<file path="src/rtl/traffic_phase_ctrl.sv">
// Two-way intersection phase sequencer: six fixed phases timed in one-second ticks,
// with a registered load strobe and phase duration for an external countdown display.
module traffic_phase_ctrl #(
  parameter logic [6:0] T_GREEN  = 7'd25,
  parameter logic [6:0] T_YELLOW = 7'd3,
  parameter logic [6:0] T_ALLRED = 7'd2
) (
  input  logic       CLOCK_50,
  input  logic       reset,
  input  logic       tick,
  input  logic       hold,
  output logic       load,
  output logic [6:0] count,
  output logic [6:0] remaining,
  output logic [2:0] phase,
  output logic [2:0] ns_light,
  output logic [2:0] ew_light
);

  typedef enum logic [2:0] {
    NS_GREEN  = 3'd0,
    NS_YELLOW = 3'd1,
    ALLRED_A  = 3'd2,
    EW_GREEN  = 3'd3,
    EW_YELLOW = 3'd4,
    ALLRED_B  = 3'd5
  } state_t;

  state_t     state, state_next;
  logic [6:0] remaining_next, count_next;
  logic       load_next;
  logic       started, start_strobe;
  logic       advance;

  function automatic state_t next_of(input state_t s);
    case (s)
      NS_GREEN:  next_of = NS_YELLOW;
      NS_YELLOW: next_of = ALLRED_A;
      ALLRED_A:  next_of = EW_GREEN;
      EW_GREEN:  next_of = EW_YELLOW;
      EW_YELLOW: next_of = ALLRED_B;
      default:   next_of = NS_GREEN;
    endcase
  endfunction

  function automatic logic [6:0] dur_of(input state_t s);
    case (s)
      NS_GREEN, EW_GREEN:   dur_of = T_GREEN;
      NS_YELLOW, EW_YELLOW: dur_of = T_YELLOW;
      default:              dur_of = T_ALLRED;
    endcase
  endfunction

  // Ticks are ignored on the first edge after reset and during the startup strobe cycle.
  assign advance = tick && !hold && started && !start_strobe;

  always_ff @(posedge CLOCK_50 or negedge reset) begin
    if (!reset) begin
      state        <= NS_GREEN;
      remaining    <= T_GREEN;
      count        <= T_GREEN;
      load         <= 1'b1;
      started      <= 1'b0;
      start_strobe <= 1'b0;
    end else begin
      state        <= state_next;
      remaining    <= remaining_next;
      count        <= count_next;
      load         <= load_next;
      started      <= 1'b1;
      start_strobe <= !started;
    end
  end

  always_comb begin
    state_next     = state;
    remaining_next = remaining;
    count_next     = count;
    load_next      = 1'b1;
    if (!started) begin
      load_next = 1'b0;
    end else if (advance) begin
      if (remaining == 7'd1) begin
        state_next     = next_of(state);
        remaining_next = dur_of(next_of(state));
        count_next     = dur_of(next_of(state));
        load_next      = 1'b0;
      end else begin
        remaining_next = remaining - 7'd1;
      end
    end
  end

  // Lights and phase depend only on the state register.
  always_comb begin
    ns_light = 3'b100;
    ew_light = 3'b100;
    case (state)
      NS_GREEN:  ns_light = 3'b001;
      NS_YELLOW: ns_light = 3'b010;
      EW_GREEN:  ew_light = 3'b001;
      EW_YELLOW: ew_light = 3'b010;
      default: ;
    endcase
  end

  assign phase = state;

endmodule
</file>
<file path="config.mk">
export PLATFORM = sky130hd
export DESIGN_NAME = traffic_phase_ctrl
export DESIGN_NICKNAME = d
export VERILOG_FILES = /design/src/rtl/traffic_phase_ctrl.sv
export SDC_FILE = /design/constraint.sdc
export NUM_CORES = 1
export LEC_CHECK = 0
export ABC_AREA = 0
export CAP_MARGIN = 20
export CORE_MARGIN = 1.5
export CORE_UTILIZATION = 45
export DETAILED_ROUTE_END_ITERATION = 7
export PLACE_DENSITY_LB_ADDON = 0.25
export SYNTH_ARGS = -nofsm -noshare
export SYNTH_HDL_FRONTEND = slang
export SYNTH_SLANG_ARGS = --single-unit
</file>
<file path="constraint.sdc">
create_clock -name CLOCK_50 -period 2.2 [get_ports CLOCK_50]
set_input_delay 0.66 -clock CLOCK_50 [delete_from_list [all_inputs] [get_ports CLOCK_50]]
set_output_delay 0.66 -clock CLOCK_50 [all_outputs]
set_load 0.005 [all_outputs]
</file>
==> flow_summary_export.csv <==
group,metric,value,unit
status,status,"finished, final reports clean",
pwr,ir_drop,0.327,mV
route,wirelength,1940,um
sta,final_hold_viol_count,0,
yosys,synth-edff-count,0,
sta,fmax,468,MHz
worst_setup_path,crit_fanout,4,
cts,cts_buffers,3,
route,firstDrtPassIters,2,
pwr,p_leak,0.567,nW
pwr,seqPwrFrac,0.525,
worst_setup_path,reg2regPathDepth,5,
yosys,synth.avg_cell_area,9.43,um^2
cells_and_area,num_antenna_cells,0,
worst_setup_path,cp-start-kind,"register",
worst_setup_path,timing.rr.end,"count[0]$_DFFE_PN1P_",
hold_path,min_to,"start_strobe$_DFF_PN0_",
route,avgRoutedWirePerCell,12.7,um
placed_design,port_buffers,24,
pwr,p_per_area,665,nW/um^2
placed_design,place_area,1180,um^2
worst_setup_path,worst_ep_required_time,1.54,ns
worst_setup_path,r2r_slack,0.37,ns
worst_setup_path,r2r-start,"remaining[0]$_DFFE_PN1P_",
pwr,p_comb_frac,0.287,
grt,antenna_found_initial,0,
sta,fin_hold_ws,0.456,ns
route,via_per_inst,5.08,
worst_setup_path,critPathArrivalTime,1.48,ns
sta,min_period,2.14,ns
hold_path,worstHoldStart,"started$_DFF_PN0_",
pwr,p_total,0.826,mW
run,drv_cap,0,
cells_and_area,finish.utilization,0.690,
route,drc,0,
yosys,ys_seq_area_frac,0.455,
grt,grtUsageTotal,0.204,
floorplanning,core_area,1800,um^2
yosys,yosysWarnings,0,
floorplanning,initial_core_util,0.497,
floorplanning,die-height,47.6,um
route,postRouteAntennaNets,0,
sta,min_period_over_period,0.972,
pwr,p_sw,0.258,mW
sta,finClkSkew,0.00163,ns
yosys,synth-seq-cells,16,
hold_path,whs_path_depth,1,
worst_setup_path,cp-end-kind,"output pin",
pwr,sw_frac_of_total,0.313,
worst_setup_path,critPathKind,"reg2out",
cells_and_area,nets,135,
floorplanning,dieWidth,47.6,um
route,drtIter0Drc,7,
yosys,syn_area,896,um^2
floorplanning,ios,28,
hold_path,holdCritPathClass,"reg2reg",
cells_and_area,synthToLayoutAreaGrowth,38.7,%
cts,cts_sinks,16,
cts,cts_tree,"built",
route,dr_total_vias,772,
pwr,p_int,0.567,mW
sta,finalSetupViolCount,0,
cts,htreeDepth,1,
grt,grt_max_degree,17,
cts,clk_latency,0.28,ns
yosys,syn_inst,95,
floorplanning,rows,15,
cells_and_area,drive_gt1_frac,0.252,
yosys,synth_top_flop_cell,"dfrtp_1",
sta,slew_viol_final,0,
grt,first_global_vias,733,
grt,grt-ovfl-total,0,
cts,ctsRootBufferMaster,"clkbuf_4",
placed_design,post-place-cells,145,
grt,grt_pass1_wl,3210,um
pwr,pwr-share-clk,0.188,
cts,clkSlewWorstSetupHoldPaths,0.09,ns
cells_and_area,instances_no_fill,152,
cells_and_area,design_area,1240,um^2
sta,rsz0062_at_grt,"false",
floorplanning,dieArea,2270,um^2
cts,cts_buffer_depth,2,
yosys,synth.distinct_cells,34,
yosys,synthArstFlopShare,1.00,
placed_design,gp_congestion,0.851,
placed_design,dpl.hpwl,1390,um
registers in the layout, indices dropped and copies added (netlist names):
register / cells
remaining: 7
count: 3
phase: 3
load: 1
start_strobe: 1
started: 1
how the worst max path moves through the flow:
stage	start	to	slack, ns	cells past startpoint
2_1_floorplan	hold	remaining[5]$_DFFE_PN0P_	0.40	5
3_3_place_gp	tick	remaining[5]$_DFFE_PN0P_	-0.09	6
3_5_place_dp	tick	remaining[5]$_DFFE_PN0P_	-0.12	6
4_1_cts	phase[0]$_DFFE_PN0P_	ew_light[1]	0.005	3
5_1_grt	phase[2]$_DFFE_PN0P_	ns_light[2]	0.003	2
6_report	phase[1]$_DFFE_PN0P_	ns_light[2]	0.06	2
per-layer routing:
layer | global-route usage | vias to the layer above | share of wire
li1 | - | 381 | -
met1 | 0.256 | 368 | 0.44
met2 | 0.324 | 19 | 0.50
met3 | 0.0453 | 4 | 0.040
met4 | 0.114 | 0 | 0.019
met5 | 0 | - | 0
kinds of logic after synthesis:
kind of cell             Yosys count  share of synthesized area
AND/OR/NAND/NOR                   35                      0.219
AO/OA/AOI/OAI                     20                      0.140
multiplexers                       5                     0.0601
buffers and inverters             15                     0.0894
flip-flops                        16                      0.455
other                              2                    0.00838
adder cells (fa/ha/maj)            2                     0.0279
layout by cell type, fill, tap and decap left out:
master            n
clkdlybuf4s50_1  19
o311ai_2          1
nand3b_1          1
nand2_1           9
o21ai_0           7
or3_1             1
dlymetal6s2s_1    2
dfrtp_2           1
and2_1            1
nand2b_1          1
a211oi_1          1
inv_1             6
ha_1              2
nor4b_4           1
conb_1            4
dlygate4sd2_1     3
mux2i_1           2
mux2_2            3
and2_2            1
nor3b_1           1
or2_2             1
nor2_2            1
nor4bb_1          1
o31ai_1           2
or3_2             1
nand4bb_1         1
a21boi_0          1
nand2b_4          1
nor2_1           10
o211ai_1          1
a21oi_1           6
nor3_1            1
buf_4            12
a31oi_1           1
dfrtp_1           9
nand3_1           2
clkbuf_4          3
dfstp_2           6
cell usage after synthesis (3+ instances only):
| cell | count | share of area |
|---|---|---|
| clkbuf_1 | 3 | 0.013 |
| a21oi_1 | 6 | 0.034 |
| mux2_2 | 3 | 0.038 |
| dfstp_2 | 6 | 0.18 |
| inv_1 | 6 | 0.025 |
| buf_4 | 4 | 0.034 |
| dfrtp_1 | 10 | 0.28 |
| nand2_1 | 9 | 0.038 |
| nor2_1 | 11 | 0.046 |
| o21ai_0 | 7 | 0.039 |
through the flow:
stage | setup TNS (ns) | setup slack, ns
after global routing | 0 | 0.00346
after global placement | -0.395 | -0.0936
after detailed placement | -0.407 | -0.118
after floorplan | 0 | 0.399
after CTS | 0 | 0.00531
final | 0 | 0.0612
power groups by stage:
stage / clock network, mW / logic (mW) / registers, mW
floorplan: 0 / 0.109 / 0.430
detailed placement: 0 / 0.239 / 0.438
finish: 0.155 / 0.237 / 0.433
CTS: 0.161 / 0.240 / 0.433
global route: 0.174 / 0.271 / 0.445
global placement: 0 / 0.230 / 0.432
repair_timing:
| item | CTS | global route |
|---|---|---|
| pin swaps | 0 | 0 |
| setup buffers | 1 | 3 |
| hold buffers | 0 | 0 |
| resized for setup | 6 | 2 |
| endpoints found under the setup margin | 5 | 3 |
layout make-up:
cell class	instances	area, um^2
fillers	154	559
multi-input cells	66	425
flip-flops and latches	16	409
repair buffers	36	332
well taps	25	31.3
clock buffers	3	22.5
inverters	6	22.5
worst max-delay path: stages (launching register included):
cell and delay (ns):
dfrtp_1 0.43, or2_2 0.32, clkdlybuf4s50_1 0.44
(Power assumes the default switching activity.)
